File: src/rtl/octa_pkg.sv
// Octa16 ISA definitions: opcodes, instruction-class bit positions and the
// width-independent field decoder used by the decode stage.
package octa_pkg;

  localparam logic [2:0] OP_LOGIC = 3'b000;
  localparam logic [2:0] OP_BLT   = 3'b001;
  localparam logic [2:0] OP_LD    = 3'b010;
  localparam logic [2:0] OP_ARITH = 3'b011;
  localparam logic [2:0] OP_SHIFT = 3'b100;
  localparam logic [2:0] OP_BEQ   = 3'b101;
  localparam logic [2:0] OP_ST    = 3'b110;
  localparam logic [2:0] OP_JMV   = 3'b111;

  localparam int CLS_W     = 7;
  localparam int CLS_ALU   = 0;
  localparam int CLS_SHIFT = 1;
  localparam int CLS_BR    = 2;
  localparam int CLS_LD    = 3;
  localparam int CLS_ST    = 4;
  localparam int CLS_JMP   = 5;
  localparam int CLS_MOV   = 6;

  // imm carries the raw 4-bit field; imm_ext3 marks a 3-bit field whose
  // extension (sign or zero) is chosen by the instantiating stage.
  typedef struct packed {
    logic [CLS_W-1:0] cls;
    logic [3:0]       fn;
    logic [1:0]       rs1;
    logic [1:0]       rs2;
    logic [3:0]       imm;
    logic             imm_ext3;
    logic             use_rs1;
    logic             use_rs2;
    logic             we;
  } dec_t;

  function automatic dec_t decode(input logic [7:0] i);
    dec_t d;
    d = '0;
    case (i[2:0])
      OP_LOGIC, OP_ARITH, OP_SHIFT: begin
        if (i[2:0] == OP_SHIFT) d.cls[CLS_SHIFT] = 1'b1;
        else                    d.cls[CLS_ALU]   = 1'b1;
        d.rs1     = {i[4], i[6]};
        d.rs2     = {i[5], i[7]};
        d.fn      = i[3:0];
        d.use_rs1 = 1'b1;
        d.use_rs2 = 1'b1;
        d.we      = 1'b1;
      end
      OP_BLT, OP_BEQ, OP_ST: begin
        if (i[2:0] == OP_ST) d.cls[CLS_ST] = 1'b1;
        else                 d.cls[CLS_BR] = 1'b1;
        d.rs1      = {1'b0, i[6]};
        d.rs2      = {1'b0, i[7]};
        d.fn       = {1'b0, i[2:0]};
        d.imm      = {1'b0, i[5:3]};
        d.imm_ext3 = 1'b1;
        d.use_rs1  = 1'b1;
        d.use_rs2  = 1'b1;
      end
      OP_LD: begin
        d.cls[CLS_LD] = 1'b1;
        d.rs1     = {1'b0, i[7]};
        d.fn      = {1'b0, i[2:0]};
        d.imm     = i[6:3];
        d.use_rs1 = 1'b1;
        d.we      = 1'b1;
      end
      default: begin
        d.fn = i[3:0];
        if (i[3]) begin
          d.cls[CLS_JMP] = 1'b1;
          d.imm          = i[7:4];
        end else begin
          d.cls[CLS_MOV] = 1'b1;
          d.rs1     = {i[4], i[6]};
          d.rs2     = {i[5], i[7]};
          d.use_rs2 = 1'b1;
          d.we      = 1'b1;
        end
      end
    endcase
    return d;
  endfunction

endpackage

File: src/rtl/octa_inst_fifo.sv
// Instruction/tag queue: synchronous FIFO with single-cycle flush.
module octa_inst_fifo #(
  parameter int DEPTH = 4,
  parameter int W     = 16
) (
  input  logic         clk,
  input  logic         rst,
  input  logic         flush,
  input  logic         push,
  input  logic [W-1:0] wdata,
  input  logic         pop,
  output logic [W-1:0] rdata,
  output logic         full,
  output logic         empty
);

  localparam int AW = $clog2(DEPTH);
  localparam logic [AW:0] FULL_CNT = (AW+1)'(DEPTH);

  logic [W-1:0]  mem [DEPTH];
  logic [AW-1:0] wr_ptr, rd_ptr;
  logic [AW:0]   count;
  logic          wr, rd;

  assign full  = (count == FULL_CNT);
  assign empty = (count == '0);
  assign wr    = push && !full;
  assign rd    = pop && !empty;
  assign rdata = mem[rd_ptr];

  always_ff @(posedge clk) begin
    if (rst || flush) begin
      wr_ptr <= '0;
      rd_ptr <= '0;
      count  <= '0;
    end else begin
      if (wr) wr_ptr <= wr_ptr + 1'b1;
      if (rd) rd_ptr <= rd_ptr + 1'b1;
      if (wr && !rd)      count <= count + 1'b1;
      else if (rd && !wr) count <= count - 1'b1;
    end
  end

  // Storage needs no reset: it is only read through a non-empty head.
  always_ff @(posedge clk) begin
    if (wr) mem[wr_ptr] <= wdata;
  end

endmodule

File: src/rtl/octa_decode_stage.sv
// Octa16 decode stage: queued fetch input, head decode into a registered
// valid/ready output with immediate extension and flush.
module octa_decode_stage
  import octa_pkg::*;
#(
  parameter int DEPTH   = 4,
  parameter int TAG_W   = 8,
  parameter int IMM_W   = 8,
  parameter int BR_SEXT = 1
) (
  input  logic             clk,
  input  logic             rst,
  input  logic             flush,
  input  logic             in_valid,
  output logic             in_ready,
  input  logic [7:0]       in_inst,
  input  logic [TAG_W-1:0] in_tag,
  output logic             out_valid,
  input  logic             out_ready,
  output logic [TAG_W-1:0] out_tag,
  output logic [6:0]       out_cls,
  output logic [3:0]       out_fn,
  output logic [1:0]       out_rs1,
  output logic [1:0]       out_rs2,
  output logic [IMM_W-1:0] out_imm,
  output logic             out_use_rs1,
  output logic             out_use_rs2,
  output logic             out_we
);

  logic             full, empty, push, load;
  logic [7:0]       head_inst;
  logic [TAG_W-1:0] head_tag;
  logic [IMM_W-1:0] imm_ext;
  dec_t             dec;

  assign in_ready = !full && !rst;
  assign push     = in_valid && in_ready && !flush;
  assign load     = !empty && (!out_valid || out_ready) && !flush;

  octa_inst_fifo #(.DEPTH(DEPTH), .W(8 + TAG_W)) u_fifo (
    .clk   (clk),
    .rst   (rst),
    .flush (flush),
    .push  (push),
    .wdata ({in_inst, in_tag}),
    .pop   (load),
    .rdata ({head_inst, head_tag}),
    .full  (full),
    .empty (empty)
  );

  assign dec = decode(head_inst);

  always_comb begin
    imm_ext = '0;
    if (dec.imm_ext3) begin
      imm_ext[2:0] = dec.imm[2:0];
      if (BR_SEXT != 0 && dec.imm[2]) imm_ext[IMM_W-1:3] = '1;
    end else begin
      imm_ext[3:0] = dec.imm;
    end
  end

  always_ff @(posedge clk) begin
    if (rst || flush) begin
      out_valid   <= 1'b0;
      out_tag     <= '0;
      out_cls     <= '0;
      out_fn      <= '0;
      out_rs1     <= '0;
      out_rs2     <= '0;
      out_imm     <= '0;
      out_use_rs1 <= 1'b0;
      out_use_rs2 <= 1'b0;
      out_we      <= 1'b0;
    end else if (load) begin
      out_valid   <= 1'b1;
      out_tag     <= head_tag;
      out_cls     <= dec.cls;
      out_fn      <= dec.fn;
      out_rs1     <= dec.rs1;
      out_rs2     <= dec.rs2;
      out_imm     <= imm_ext;
      out_use_rs1 <= dec.use_rs1;
      out_use_rs2 <= dec.use_rs2;
      out_we      <= dec.we;
    end else if (out_ready) begin
      out_valid   <= 1'b0;
    end
  end

endmodule
File: config.mk
export PLATFORM = sky130hd
export DESIGN_NAME = octa_decode_stage
export DESIGN_NICKNAME = d
export VERILOG_FILES = /design/src/rtl/octa_pkg.sv /design/src/rtl/octa_inst_fifo.sv /design/src/rtl/octa_decode_stage.sv
export SDC_FILE = /design/constraint.sdc
export NUM_CORES = 1
export LEC_CHECK = 0
export ABC_AREA = 1
export BUFFER_PORTS_ARGS = -buffer_cell sky130_fd_sc_hd__buf_2
export CORE_UTILIZATION = 56
export CTS_CLUSTER_DIAMETER = 120
export DETAILED_ROUTE_END_ITERATION = 8
export GPL_TIMING_DRIVEN = 1
export HOLD_SLACK_MARGIN = 0.03
export PLACE_DENSITY = 0.88
export SLEW_MARGIN = 30
export SYNTH_ARGS = -nofsm -noshare
export SYNTH_HDL_FRONTEND = slang
export SYNTH_HIERARCHICAL = 1
export SYNTH_SLANG_ARGS = --single-unit
File: constraint.sdc
create_clock -name clk -period 3 [get_ports clk]
set_input_delay 0.45 -clock clk [delete_from_list [all_inputs] [get_ports clk]]
set_output_delay 0.45 -clock clk [all_outputs]
set_load 0.1 [all_outputs]
# Word level (Yosys, flattened, before mapping)
# Memories as Yosys holds them, arrays and structs flattened. A register that Yosys moved wholly into a read port is not among the register bits.
# Cells that the tools add are included.
[word_totals]
wordCells = 84
register_bits = 42
output_inout_bits = 36
rom_bits = 0
memories = 1
ramBits = 64
input_bits = 21
latch_bits = 0
[classes]
reduce_logical = 27
n_lt_le_gt_ge = 0
n_shift = 0
eq_ne = 7
n_div = 0
n_mul = 0
muxes = 32
bitwise = 0
n_addsub = 4
[memory_table]
columns = ["name", "words", "word_bits", "read_ports", "rd_ports_with_merged_regs", "write_ports", "line_no", "source"]
rows = [
  ["u_fifo.mem", 4, 16, 1, 1, 1, "octa_inst_fifo.sv:20", "logic [W-1:0] mem [DEPTH];"],
]
[ops]
columns = ["op", "n"]
rows = [
  ["$pmux 6 s3", 1],
  ["$mux 4", 4],
  ["$mux 1", 15],
  ["$eq 3x3->1 const B", 4],
  ["$pmux 4 s3", 1],
  ["$mux 2", 5],
  ["$logic_and 1x1->1", 9],
  ["$logic_not 1->1", 7],
  ["$reduce_or 7->1", 1],
  ["$eq 3x2->1 const B", 2],
  ["$logic_not 3->1", 2],
  ["$mux 3", 2],
  ["$pmux 2 s3", 1],
  ["$reduce_or 3->1", 2],
  ["$reduce_or 6->1", 1],
  ["$mux 5", 1],
  ["$add 2x1->2 const B", 2],
  ["$pmux 1 s2", 2],
  ["$reduce_bool 2->1", 2],
  ["$reduce_or 4->1", 1],
  ["$add 3x1->3 const B", 1],
  ["$eq 3x1->1 const B", 1],
  ["$sub 3x1->3 const B", 1],
  ["$logic_or 1x1->1", 2],
]

# Depth between registers and ports, before layout
# Gate-level depths: netlist (run 1).
[depth]
ltp_word = 10
ltp_mapped = 17
depth_no_buf = 17

# Hierarchy
# The synthesis (run 1) kept the hierarchy.
[by_module_without_submodules]
columns = ["mod", "cells_each", "seq_area_each_um2", "n_inst", "area_each_um2"]
rows = [
  ["octa_inst_fifo", 225, 2102.0, 1, 2904.0],
  ["octa_decode_stage", 181, 640.6, 1, 1376.3],
]

# Least setup slack after synthesis (run 1)
# OpenSTA, ideal clock, no wires.
[synth_path]
path_type = "register -> register"
startpoint = "reg u_fifo.count[0]"
endpoint = "reg u_fifo.count[2]"
setup_slack_ps = -384
synth_period_minus_slack_ps = 3384
path_stages_with_launch = 18
path_buffers = 0
arrival_ps = 3271
t_required_ps = 2887
setup_ps = 113
cell_sequence = "dfxtp_1 > nor2_2 > nand2_2 > inv_1 > nor2_1 > nand2_1 > nor2_1 > nand2_2 > inv_2 > ha_1 > inv_1 > fa_1 > inv_1 > nand2_1 > nand3_1 > nand2_1 > nand2_1 > nor2_1"
[synth_between]
elab_chain_len = 9
word_cells_on_any_way = 20
cone_classes = "2 x add/sub; 1 x eq/ne; 2 x mux; 15 x reduce/logical"
[synth_lines]
columns = ["element", "line_no", "source"]
rows = [
  ["start: declaration", "octa_inst_fifo.sv:22", "logic [AW:0] count;"],
  ["start signal: assignment", "octa_inst_fifo.sv:39", "if (wr && !rd) count <= count + 1'b1;"],
  ["start signal: assignment", "octa_inst_fifo.sv:40", "else if (rd && !wr) count <= count - 1'b1;"],
  ["$eq 3x3->1 (*)", "octa_inst_fifo.sv:25", "assign full = (count == FULL_CNT);"],
  ["via full", "octa_decode_stage.sv:31", "logic full, empty, push, load;"],
  ["$logic_not 1->1 (*)", "octa_decode_stage.sv:37", "assign in_ready = !full && !rst;"],
  ["$logic_and 1x1->1 (*)", "octa_decode_stage.sv:37", ""],
  ["via in_ready", "octa_decode_stage.sv:15", "output logic in_ready,"],
  ["$logic_and 1x1->1 (*) (2 in a row)", "octa_decode_stage.sv:38", "assign push = in_valid && in_ready && !flush;"],
  ["via push", "octa_decode_stage.sv:31", ""],
  ["$logic_and 1x1->1 (*)", "octa_inst_fifo.sv:27", "assign wr = push && !full;"],
  ["via u_fifo.wr", "octa_inst_fifo.sv:23", "logic wr, rd;"],
  ["$logic_not 1->1", "octa_inst_fifo.sv:40", ""],
  ["$logic_and 1x1->1", "octa_inst_fifo.sv:40", ""],
  ["$reduce_bool 2->1 (no source line)", "--", ""],
]
# The timed path passes the listed nets; every way through them passes the cells marked *. The select of a mux whose other input is x is not followed.
# A chain may end at the register's enable or synchronous reset.

# Worst setup path in the final report (run 1)
[layout_path]
startpoint = "reg u_fifo.count[1]"
endpoint = "reg u_fifo.count[2]"
[layout_between]
word_cells_on_any_way = 20
cone_classes = "2 x add/sub; 1 x eq/ne; 2 x mux; 15 x reduce/logical"
[layout_lines]
columns = ["element", "line_no", "source"]
rows = [
  ["$logic_not 3->1 (*)", "octa_inst_fifo.sv:26", "assign empty = (count == '0);"],
  ["via empty", "octa_decode_stage.sv:31", ""],
  ["$logic_not 1->1 (*)", "octa_inst_fifo.sv:28, octa_decode_stage.sv:39", ""],
  ["$logic_and 1x1->1 (2 in a row)", "octa_decode_stage.sv:39", "assign load = !empty && (!out_valid || out_ready) && !flush;"],
  ["$logic_and 1x1->1 (*)", "octa_inst_fifo.sv:28", "assign rd = pop && !empty;"],
  ["$logic_not 1->1", "octa_inst_fifo.sv:39", ""],
  ["$logic_and 1x1->1", "octa_inst_fifo.sv:39", ""],
  ["$mux 3 or $reduce_bool 2->1 (tied branches)", "--", ""],
]
# Marks and branches as above.

==> reports/metrics.yaml, run 1 <==
sta:
  setup_viol: 0
  setup_ws_ns: 0.434
  fin_crit_ns: 2.57
  hold_viol_final: 0
  clock_skew_ns: 0.0111
  slew_violations: 0
  max_freq_ghz: 0.390
  fin_crit_sh: 0.855
  rsz0062_at_grt: "false"
  worstMarginPinSlew_ns: 0.847
  relSlewSlack: 0.435
  setup_tns_ns: 0
global_route:
  grt_max_degree: 37
  grt_usage: 0.233
  overflow: 0
  grt_pass1_wl_um: 13800
  antenna_found_initial: 0
  grt_pass1_vias: 2965
drt:
  vias: 3066
  routedWlPerCell_um: 15.2
  viasPerCell: 5.43
  antenna_left: 0
  dr.pass1.iters: 4
  wl_um: 8590
  drc: 0
  drtIter0Drc: 151
cts:
  cts_setup_buffers: 0
  cts.path.max_buffers: 2
  cts-buffers-inserted: 9
  hold_buffers: 0
  clock_latency_ns: 0.35
  cts_tree: "built"
  clock_sinks: 105
  clkTransAtPathRegs_ns: 0.10
  root_buffer: "clkbuf_8"
  cts_resized: 0
  cts_max_level: 3
cells_and_area:
  final_cell_mix: "nor2_1, edfxtp_1, buf_2, nand2_1, dfxtp_1"
  final_common_cell: "nor2_1"
  diodes: 0
  area_growth_pct: 12.0
  drive_gt1_frac: 0.238
  num-nets-final: 488
floorplanning:
  die-area_um2: 8000
  core_um2: 7330
  io_pins: 57
  num_rows: 31
  dieWidth_um: 89.4
  die_h_um: 89.4
  start_util: 0.584
logic_synthesis:
  synthTopCellsByArea: "edfxtp_1, dfxtp_1, nor2_1"
  yosys_warnings: 6
  syn_nets: 433
  synth-seq-cells: 105
  synth.avg_cell_area_um2: 10.5
  synth.largest_area_cell: "edfxtp_1"
  synth_top_cell_area_share: 0.449
  syn_inst: 406
  ys_seq_area_frac: 0.641
  netlist_area_um2: 4280
  ys_types: 29
critical_path:
  cp.required_ns: 3.26
  cp_max_fo: 36
  cp_common_cell: "nand2_1"
  cpPeakStageDelay_ns: 0.43
  crit_cells: 16
  start_kind: "register"
  path_class: "reg2reg"
  crit_path_top_delay_cell: "fa_1"
  end_kind: "register"
  path_buf_inv: 4
  r2r-start: "u_fifo/count[1]"
  path_cells: "nor2_2 > nand2_1 > inv_1 > nor2_4 > nand2_4 > inv_4 > nand2_2 > ha_1 > inv_1 > fa_1 > inv_1 > nand2_1 > nand3_1 > nand2_1 > nand2_1 > nor2_1"
  rr_worst_depth: 16
  startpoint: "u_fifo/count[1]"
  crit_family: "simple AND/OR/NAND/NOR gates"
  arrival_ns: 2.83
placement:
  gp_congestion: 0.790
  dp_hpwl_um: 5830
  io_buffer_count: 56
  preCtsSetupSlack_ns: 0.465
min_path:
  hold_depth: 1
  hold_start: "in_tag[4]"
  hold_path_class: "in2reg"
power_and_ir_drop:
  p_leak_nw: 1.87
  p_per_area_nw_per_um2: 538
  ir_drop_mv: 0.308
flow_run:
  cap_violations: 0
run_status:
  status: "completed"
## sequential cells by signal, summed over array words and instances (netlist names), named ones only
name	flops
out_cls	7
out_fn	4
out_imm	5
out_rs1	2
out_rs2	2
out_tag	8
out_use_rs1	1
out_use_rs2	1
out_valid	1
out_we	1
u_fifo/count	3
u_fifo/mem	64
u_fifo/rd_ptr	2
u_fifo/wr_ptr	2
## Yosys cell counts (all sizes together)
| master | number |
|---|---|
| xor2 | 1 |
| nand2 | 49 |
| fa | 1 |
| o21ai | 50 |
| a211oi | 2 |
| nand3b | 1 |
| edfxtp | 64 |
| buf | 19 |
| nand3 | 13 |
| a21boi | 1 |
| inv | 32 |
| nor2 | 85 |
| a21oi | 24 |
| ha | 5 |
| dfxtp | 41 |
| o22ai | 16 |
| nor3 | 1 |
| a22oi | 1 |
## path summary, 6_finish.rpt
| kind | slack, ns | endpoint |
|---|---|---|
| worst max-delay path | 0.43 | u_fifo/count[2] |
| worst max register to register | 0.43 | u_fifo/count[2] |
| worst min-delay path | 0.31 | u_fifo/mem[0][4] |
| worst min register to register | 0.48 | out_rs2[1] |
## cell families (layout without fill, tap and decap cells)
group | count (synthesis) | in the layout | share of synthesized area
buffers and inverters | 51 | 111 | 0.0617
xor gates and xnor gates | 1 | 1 | 0.00205
AOI/OAI and AO/OA | 94 | 94 | 0.129
adders and majority gates | 6 | 6 | 0.0193
DFF | 105 | 105 | 0.641
and+or+nand+nor | 149 | 149 | 0.147
## power by group
part	internal [W]	leakage [nW]	total (W)	switching (W)
Combinational	0.0000397	0.869	0.000178	0.000138
Sequential	0.00154	0.909	0.00155	0.00000785
Clock	0.000389	0.0964	0.000850	0.000461
## per-layer routing
layer,share of wire,global-route usage
met1,0.42,0.281
met2,0.49,0.400
met3,0.062,0.0526
met4,0.022,0.105
met5,0,0
## worst reg2reg max path, delay by kind of cell, from the launching register on
kind,cells,cell delay (ns)
fa+ha+maj,2,0.59
buf+inv,4,0.49
flops,1,0.35
simple gates,10,1.04
## cell type report
cell class / instances / area (um^2)
clock inverter: 6 / 68.8
multi-input combinational: 250 / 1280
timing repair buffer: 63 / 333
inverter: 32 / 123
tap: 99 / 124
sequential: 105 / 2740
clock buffer: 10 / 128
fill: 556 / 2540
## through the flow
| stage | util | cells | power [W] | instance area [um^2] | hold WS, ns |
|---|---|---|---|---|---|
| 2_1_floorplan | - | 406 | 0.00172 | 4280 | 0.466 |
| 3_3_place_gp | 0.627 | 549 | 0.00175 | 4600 | 0.457 |
| 3_5_place_dp | 0.627 | 549 | 0.00176 | 4600 | 0.457 |
| 4_1_cts | 0.654 | 565 | 0.00259 | 4790 | 0.297 |
| 5_1_grt | 0.654 | 565 | 0.00267 | 4790 | 0.295 |
| 6_report | 0.654 | 565 | 0.00258 | 4790 | 0.307 |
No activity file was read; power rests on OpenSTA's default activity.
==> run 2: changes to the inputs <==
==> constraint.sdc (replaced) <==
create_clock -name clk -period 2.76 [get_ports clk]
set_input_delay 0.414 -clock clk [delete_from_list [all_inputs] [get_ports clk]]
set_output_delay 0.414 -clock clk [all_outputs]
set_load 0.1 [all_outputs]
==> run 2 against run 1 <==
  * Critical path depth rose by 1
  * Worst hold slack worse by 0.053 ns
  * Global-route usage decreased by 0.36 points
  * Register-to-register slack improved by 0.03 ns
  * Cell area barely moved
  * Cell count up 0.53%
  * Largest power group unchanged
==> reports/metrics.yaml, run 2 (synthesis gave the netlist of run 1 again) <==
cts:
  clock_sinks: 105
  clkTransAtPathRegs_ns: 0.10
  cts.path.max_buffers: 2
  cts_setup_buffers: 0
  root_buffer: "clkbuf_8"
  cts_resized: 0
  cts_max_level: 3
  clock_latency_ns: 0.37
  hold_buffers: 0
  cts-buffers-inserted: 9
  cts_tree: "built"
cells_and_area:
  largest-register: "u_fifo/mem"
  regArea_um2: 2740
  largest_reg_flops: 64
  final_common_cell: "nor2_1"
  area_growth_pct: 12.1
  multiInputGateArea_um2: 1280
  num-nets-final: 491
  largestRegisters: "u_fifo/mem: 64 flops, out_tag: 8 flops, out_cls: 7 flops"
  fill_cells: 533
  drive_gt1_frac: 0.243
  fin_area_um2: 4800
  utilization: 0.655
  diodes: 0
  final_cell_mix: "nor2_1, edfxtp_1, buf_2, nand2_1, dfxtp_1"
critical_path:
  end_kind: "register"
  cp_common_cell: "nand2_1"
  cpPeakStageDelay_ns: 0.43
  arrival_ns: 2.56
  crit_family: "simple AND/OR/NAND/NOR gates"
  path_buf_inv: 4
  crit_path_top_delay_cell: "fa_1"
  start_kind: "register"
  cp.required_ns: 3.03
  path_class: "reg2reg"
  cp_max_fo: 5
  path_cells: "nor2_2 > nand2_2 > inv_1 > nor2_4 > nand2_1 > nor2_1 > nand2_2 > inv_2 > ha_1 > inv_1 > fa_1 > inv_1 > nand2_1 > nand3_1 > nand2_1 > nand2_1 > nor2_1"
power_and_ir_drop:
  power_w: 0.00273
  ir_drop_mv: 0.298
  p_leak_nw: 1.89
  p_per_area_nw_per_um2: 569
global_route:
  grt_usage: 0.229
  antenna_found_initial: 0
  use_met2: 0.382
  grt_max_degree: 36
  overflow: 0
  globalRouteMet1Util: 0.298
  met3_usage: 0.0379
  grt_pass1_vias: 2841
  busiest_layer: "met2"
  grt_pass1_wl_um: 13300
drt:
  antenna_left: 0
  viasPerCell: 5.37
  vias: 3050
  dr.pass1.iters: 4
  drtIter0Drc: 188
  wl_um: 8360
  routedWlPerCell_um: 14.7
  drc: 0
floorplanning:
  die_h_um: 89.4
  dieWidth_um: 89.4
  io_pins: 57
  start_util: 0.584
  num_rows: 31
  core_um2: 7330
  die-area_um2: 8000
min_path:
  hold_path_class: "in2reg"
sta:
  setup_tns_ns: 0
  relSlewSlack: 0.621
  worstMarginPinSlew_ns: 0.568
  slew_violations: 0
  fin_crit_ns: 2.30
  hold_viol_final: 0
  fin_hold_ws_ns: 0.254
  max_freq_ghz: 0.435
  setup_viol: 0
  rsz0062_at_grt: "false"
  fin_crit_sh: 0.832
  clock_skew_ns: 0.0182
flow_run:
  cap_violations: 0
placement:
  dp_hpwl_um: 5670
  io_buffer_count: 56
  dpl_cell_area_um2: 4630
  gp_congestion: 0.806
run_status:
  status: "completed"
==> run 2: worst register-to-register path, delay by kind of cell (launching register included) <==
family / cells / cell delay, ns
simple gates: 11 / 0.88
fa+ha+maj: 2 / 0.59
buf+inv: 4 / 0.32
flops: 1 / 0.41
==> run 2: layout make-up <==
type / instances / area share
flip-flops and latches: 105 / 0.572
multi-input cells: 250 / 0.267
repair buffers: 66 / 0.0741
clock buffers: 10 / 0.0269
well taps: 99 / 0.0258
inverters: 32 / 0.0256
clock inverters: 6 / 0.00913
==> run 2: path summary, 6_finish.rpt <==
path / startpoint / to / slack [ns] / cells past startpoint
worst max-delay path: u_fifo/count[0] / u_fifo/count[2] / 0.46 / 17
worst min-delay path: in_tag[6] / u_fifo/mem[1][6] / 0.25 / 1
worst max register to register: u_fifo/count[0] / u_fifo/count[2] / 0.46 / 17
worst min register to register: out_rs1[1] / out_rs1[1] / 0.47 / 2
==> run 2: metrics by stage <==
stage / std cells / worst slack, ns
CTS: 568 / 0.485
floorplan: 406 / 0.0651
detailed placement: 552 / 0.492
global route: 568 / 0.231
global placement: 552 / 0.560
finish: 568 / 0.464
==> run 2: layer usage <==
metal,vias up,part of all wire
li1,1492,-
met2,119,0.50
met1,1432,0.43
met4,0,0.012
met3,7,0.060
met5,-,0
==> run 2: where the power goes <==
part           switching [W]  internal [W]  total, W
registers         0.00000791       0.00168   0.00169
logic               0.000151     0.0000453  0.000196
clock network       0.000511      0.000336  0.000847
==> run 3: changes to the inputs <==
--- a/config.mk
+++ b/config.mk
@@ -5,7 +5,7 @@
 export SDC_FILE = /design/constraint.sdc
 export NUM_CORES = 1
 export LEC_CHECK = 0
-export ABC_AREA = 1
+export ABC_AREA = 0
 export BUFFER_PORTS_ARGS = -buffer_cell sky130_fd_sc_hd__buf_2
 export CORE_UTILIZATION = 56
 export CTS_CLUSTER_DIAMETER = 120
==> constraint.sdc (replaced) <==
create_clock -name clk -period 2.15 [get_ports clk]
set_input_delay 0.3225 -clock clk [delete_from_list [all_inputs] [get_ports clk]]
set_output_delay 0.3225 -clock clk [all_outputs]
set_load 0.1 [all_outputs]
==> run 3 against run 2 <==
  * The flow now finishes with violations (setup timing)
  * Maximum frequency grew 5.5%
  * Combinational power grew 21%
  * Largest cell class unchanged
  * Cell count shrank 15%
  * Largest power group unchanged
  * Clock skew shrank 0.0080 ns
==> reports/metrics.yaml, run 3 <==
run_status:
  violations: "setup timing"
  status: "complete, but fails checks"
floorplanning:
  dieWidth_um: 87.9
  num_rows: 30
  core_um2: 6980
  start_util: 0.592
  die_h_um: 87.9
  io_pins: 57
  die-area_um2: 7730
logic_synthesis:
  synth-seq-cells: 105
  synth.avg_cell_area_um2: 13.5
  syn_nets: 333
  ys_types: 46
  synthArstFlopShare: 0
  synth_ff_type: "edfxtp_1"
  synth.largest_area_cell: "edfxtp_1"
  synthTopCellsByCount: "edfxtp_1, dfxtp_1, nand2_1"
  synth_most_common_cell: "edfxtp_1"
  synth_edf_count: 64
  synth_top_cell_area_share: 0.465
  synthTopCellsByArea: "edfxtp_1, dfxtp_1, mux4_2"
  netlist_area_um2: 4140
  ys_seq_area_frac: 0.663
  yosys_warnings: 6
  syn_inst: 306
critical_path:
  rr_worst_depth: 10
  path_class: "reg2reg"
  r2r-start: "u_fifo/count[2]"
  end_kind: "register"
  cp_max_fo: 2
  cp.required_ns: 2.44
  start_kind: "register"
  arrival_ns: 2.47
  r2r_end: "u_fifo/count[2]"
  r2r_setup_slack_ns: -0.03
drt:
  routedWlPerCell_um: 17.2
  vias: 2667
  viasPerCell: 5.52
  drc: 0
  drtIter0Drc: 158
  dr.pass1.iters: 4
  wl_um: 8320
  antenna_left: 0
cts:
  cts_tree: "built"
  hold_buffers: 0
  cts.path.max_buffers: 2
  clkTransAtPathRegs_ns: 0.10
  clock_latency_ns: 0.37
  clock_sinks: 105
  cts-buffers-inserted: 9
  root_buffer: "clkbuf_8"
  cts_max_level: 3
cells_and_area:
  final_cell_mix: "edfxtp_1, buf_2, nand2_1, dfxtp_1, buf_4"
  area_growth_pct: 20.6
  drive_gt1_frac: 0.382
  largest-register: "u_fifo/mem"
  largestRegisters: "u_fifo/mem: 64 flops, out_tag: 8 flops, out_cls: 7 flops"
  diodes: 0
  final_common_cell: "edfxtp_1"
  num-nets-final: 409
  largest_reg_flops: 64
power_and_ir_drop:
  seqPwrFrac: 0.589
  power_frac_comb: 0.065
  pwr-share-clk: 0.345
  p_int_w: 0.00281
  switching_power_w: 0.000851
  p_per_area_nw_per_um2: 733
  p_leak_nw: 1.84
  swShare: 0.233
  ir_drop_mv: 0.651
placement:
  dp_hpwl_um: 5270
  io_buffer_count: 56
  gp_congestion: 0.812
  preCtsSetupSlack_ns: -0.168
sta:
  fin_crit_sh: 1.01
  hold_viol_final: 0
  setup_ws_ns: -0.0274
  max_freq_ghz: 0.459
  fin_crit_ns: 2.18
  relSlewSlack: 0.675
  rsz0062_at_grt: "true"
  setup_viol: 1
  worstMarginPinSlew_ns: 0.490
  clock_skew_ns: 0.0102
  fin_hold_ws_ns: 0.167
  slew_violations: 0
flow_run:
  cap_violations: 0
global_route:
  grt_pass1_vias: 2646
  grt_pass1_wl_um: 12800
  antenna_found_initial: 0
  grt_max_degree: 33
  grt_usage: 0.230
  overflow: 0
min_path:
  hold_start: "in_tag[0]"
  hold_path_class: "in2reg"
  holdPathEnd: "u_fifo/mem[1][0]"
  hold_depth: 1
[run 3: cell count changes after synthesis, sizes merged, moves of 8 or more]
cell / previous run / this run
o22ai: 16 / 0
mux4: 0 / 16
o21ai: 50 / 5
nor2: 85 / 21
inv: 32 / 8
nor3: 1 / 9
nand2: 49 / 39
[run 3: cell type report]
class / count / area (um^2)
Sequential cell: 105 / 2760
Fill cell: 476 / 1990
Multi-Input combinational cell: 171 / 1340
Timing Repair Buffer: 87 / 526
Clock buffer: 11 / 174
Tap cell: 96 / 120
Clock inverter: 5 / 41.3
Inverter: 8 / 30.0
[run 3: kinds of logic after synthesis]
kind of cell,share of synthesized area
muxes,0.0944
buffers and inverters,0.0372
adders and majority gates,0.0200
DFF,0.663
AOI/OAI and AO/OA,0.0638
and+or+nand+nor,0.113
xor gates and xnor gates,0.00847
[run 3: how the worst max path moves through the flow]
| stage | from | end | slack, ns | cells after the start |
|---|---|---|---|---|
| 3_5_place_dp | rst | u_fifo/count[2] | -0.17 | 10 |
| 4_1_cts | u_fifo/count[2] | u_fifo/count[2] | -0.02 | 10 |
| 5_1_grt | u_fifo/count[2] | u_fifo/count[2] | -0.1 | 10 |
| 2_1_floorplan | u_fifo/count[2] | u_fifo/count[2] | -0.14 | 11 |
| 3_3_place_gp | rst | u_fifo/count[2] | -0.06 | 10 |
| 6_report | u_fifo/count[2] | u_fifo/count[2] | -0.03 | 10 |
[run 3: repair_timing]
item,CTS,global route
endpoints found under the setup margin,1,5
pin swaps,5,2
resized for setup,7,8
setup buffers,3,6
[run 3: metrics by stage]
stage	std cells	setup TNS [ns]	instance area (um^2)	utilization	total power, W
after floorplan	306	-0.244	4210	-	0.00235
after global placement	458	-0.0593	4640	0.665	0.00241
after detailed placement	458	-0.168	4640	0.665	0.00242
after CTS	477	-0.0182	4910	0.703	0.00366
after global routing	483	-0.110	4990	0.715	0.00378
final	483	-0.0274	4990	0.715	0.00366
[run 3: critical path, cell delays in order (launching register included)]
cell and delay, ns:
dfxtp_2 0.34, or3b_4 0.23, inv_2 0.05, nor3b_4 0.18, and2_4 0.18, ha_4 0.13, inv_2 0.04, fa_2 0.34
xor2_1 0.16, or3_4 0.33, a21oi_2 0.14
[run 3: power groups by stage]
| stage | clock (W) | combinational, W | sequential (W) |
|---|---|---|---|
| floorplan | 0 | 0.000107 | 0.00224 |
| global route | 0.00137 | 0.000255 | 0.00216 |
| finish | 0.00126 | 0.000238 | 0.00215 |
| CTS | 0.00128 | 0.000227 | 0.00215 |
| detailed placement | 0 | 0.000220 | 0.00220 |
| global placement | 0 | 0.000213 | 0.00220 |
[run 3: metal layers]
metal,track usage,up-vias,routed length (um)
li1,-,1266,-
met1,0.291,1291,3310
met2,0.387,99,4350
met3,0.0603,11,551
met4,0.0805,0,107
met5,0,-,0
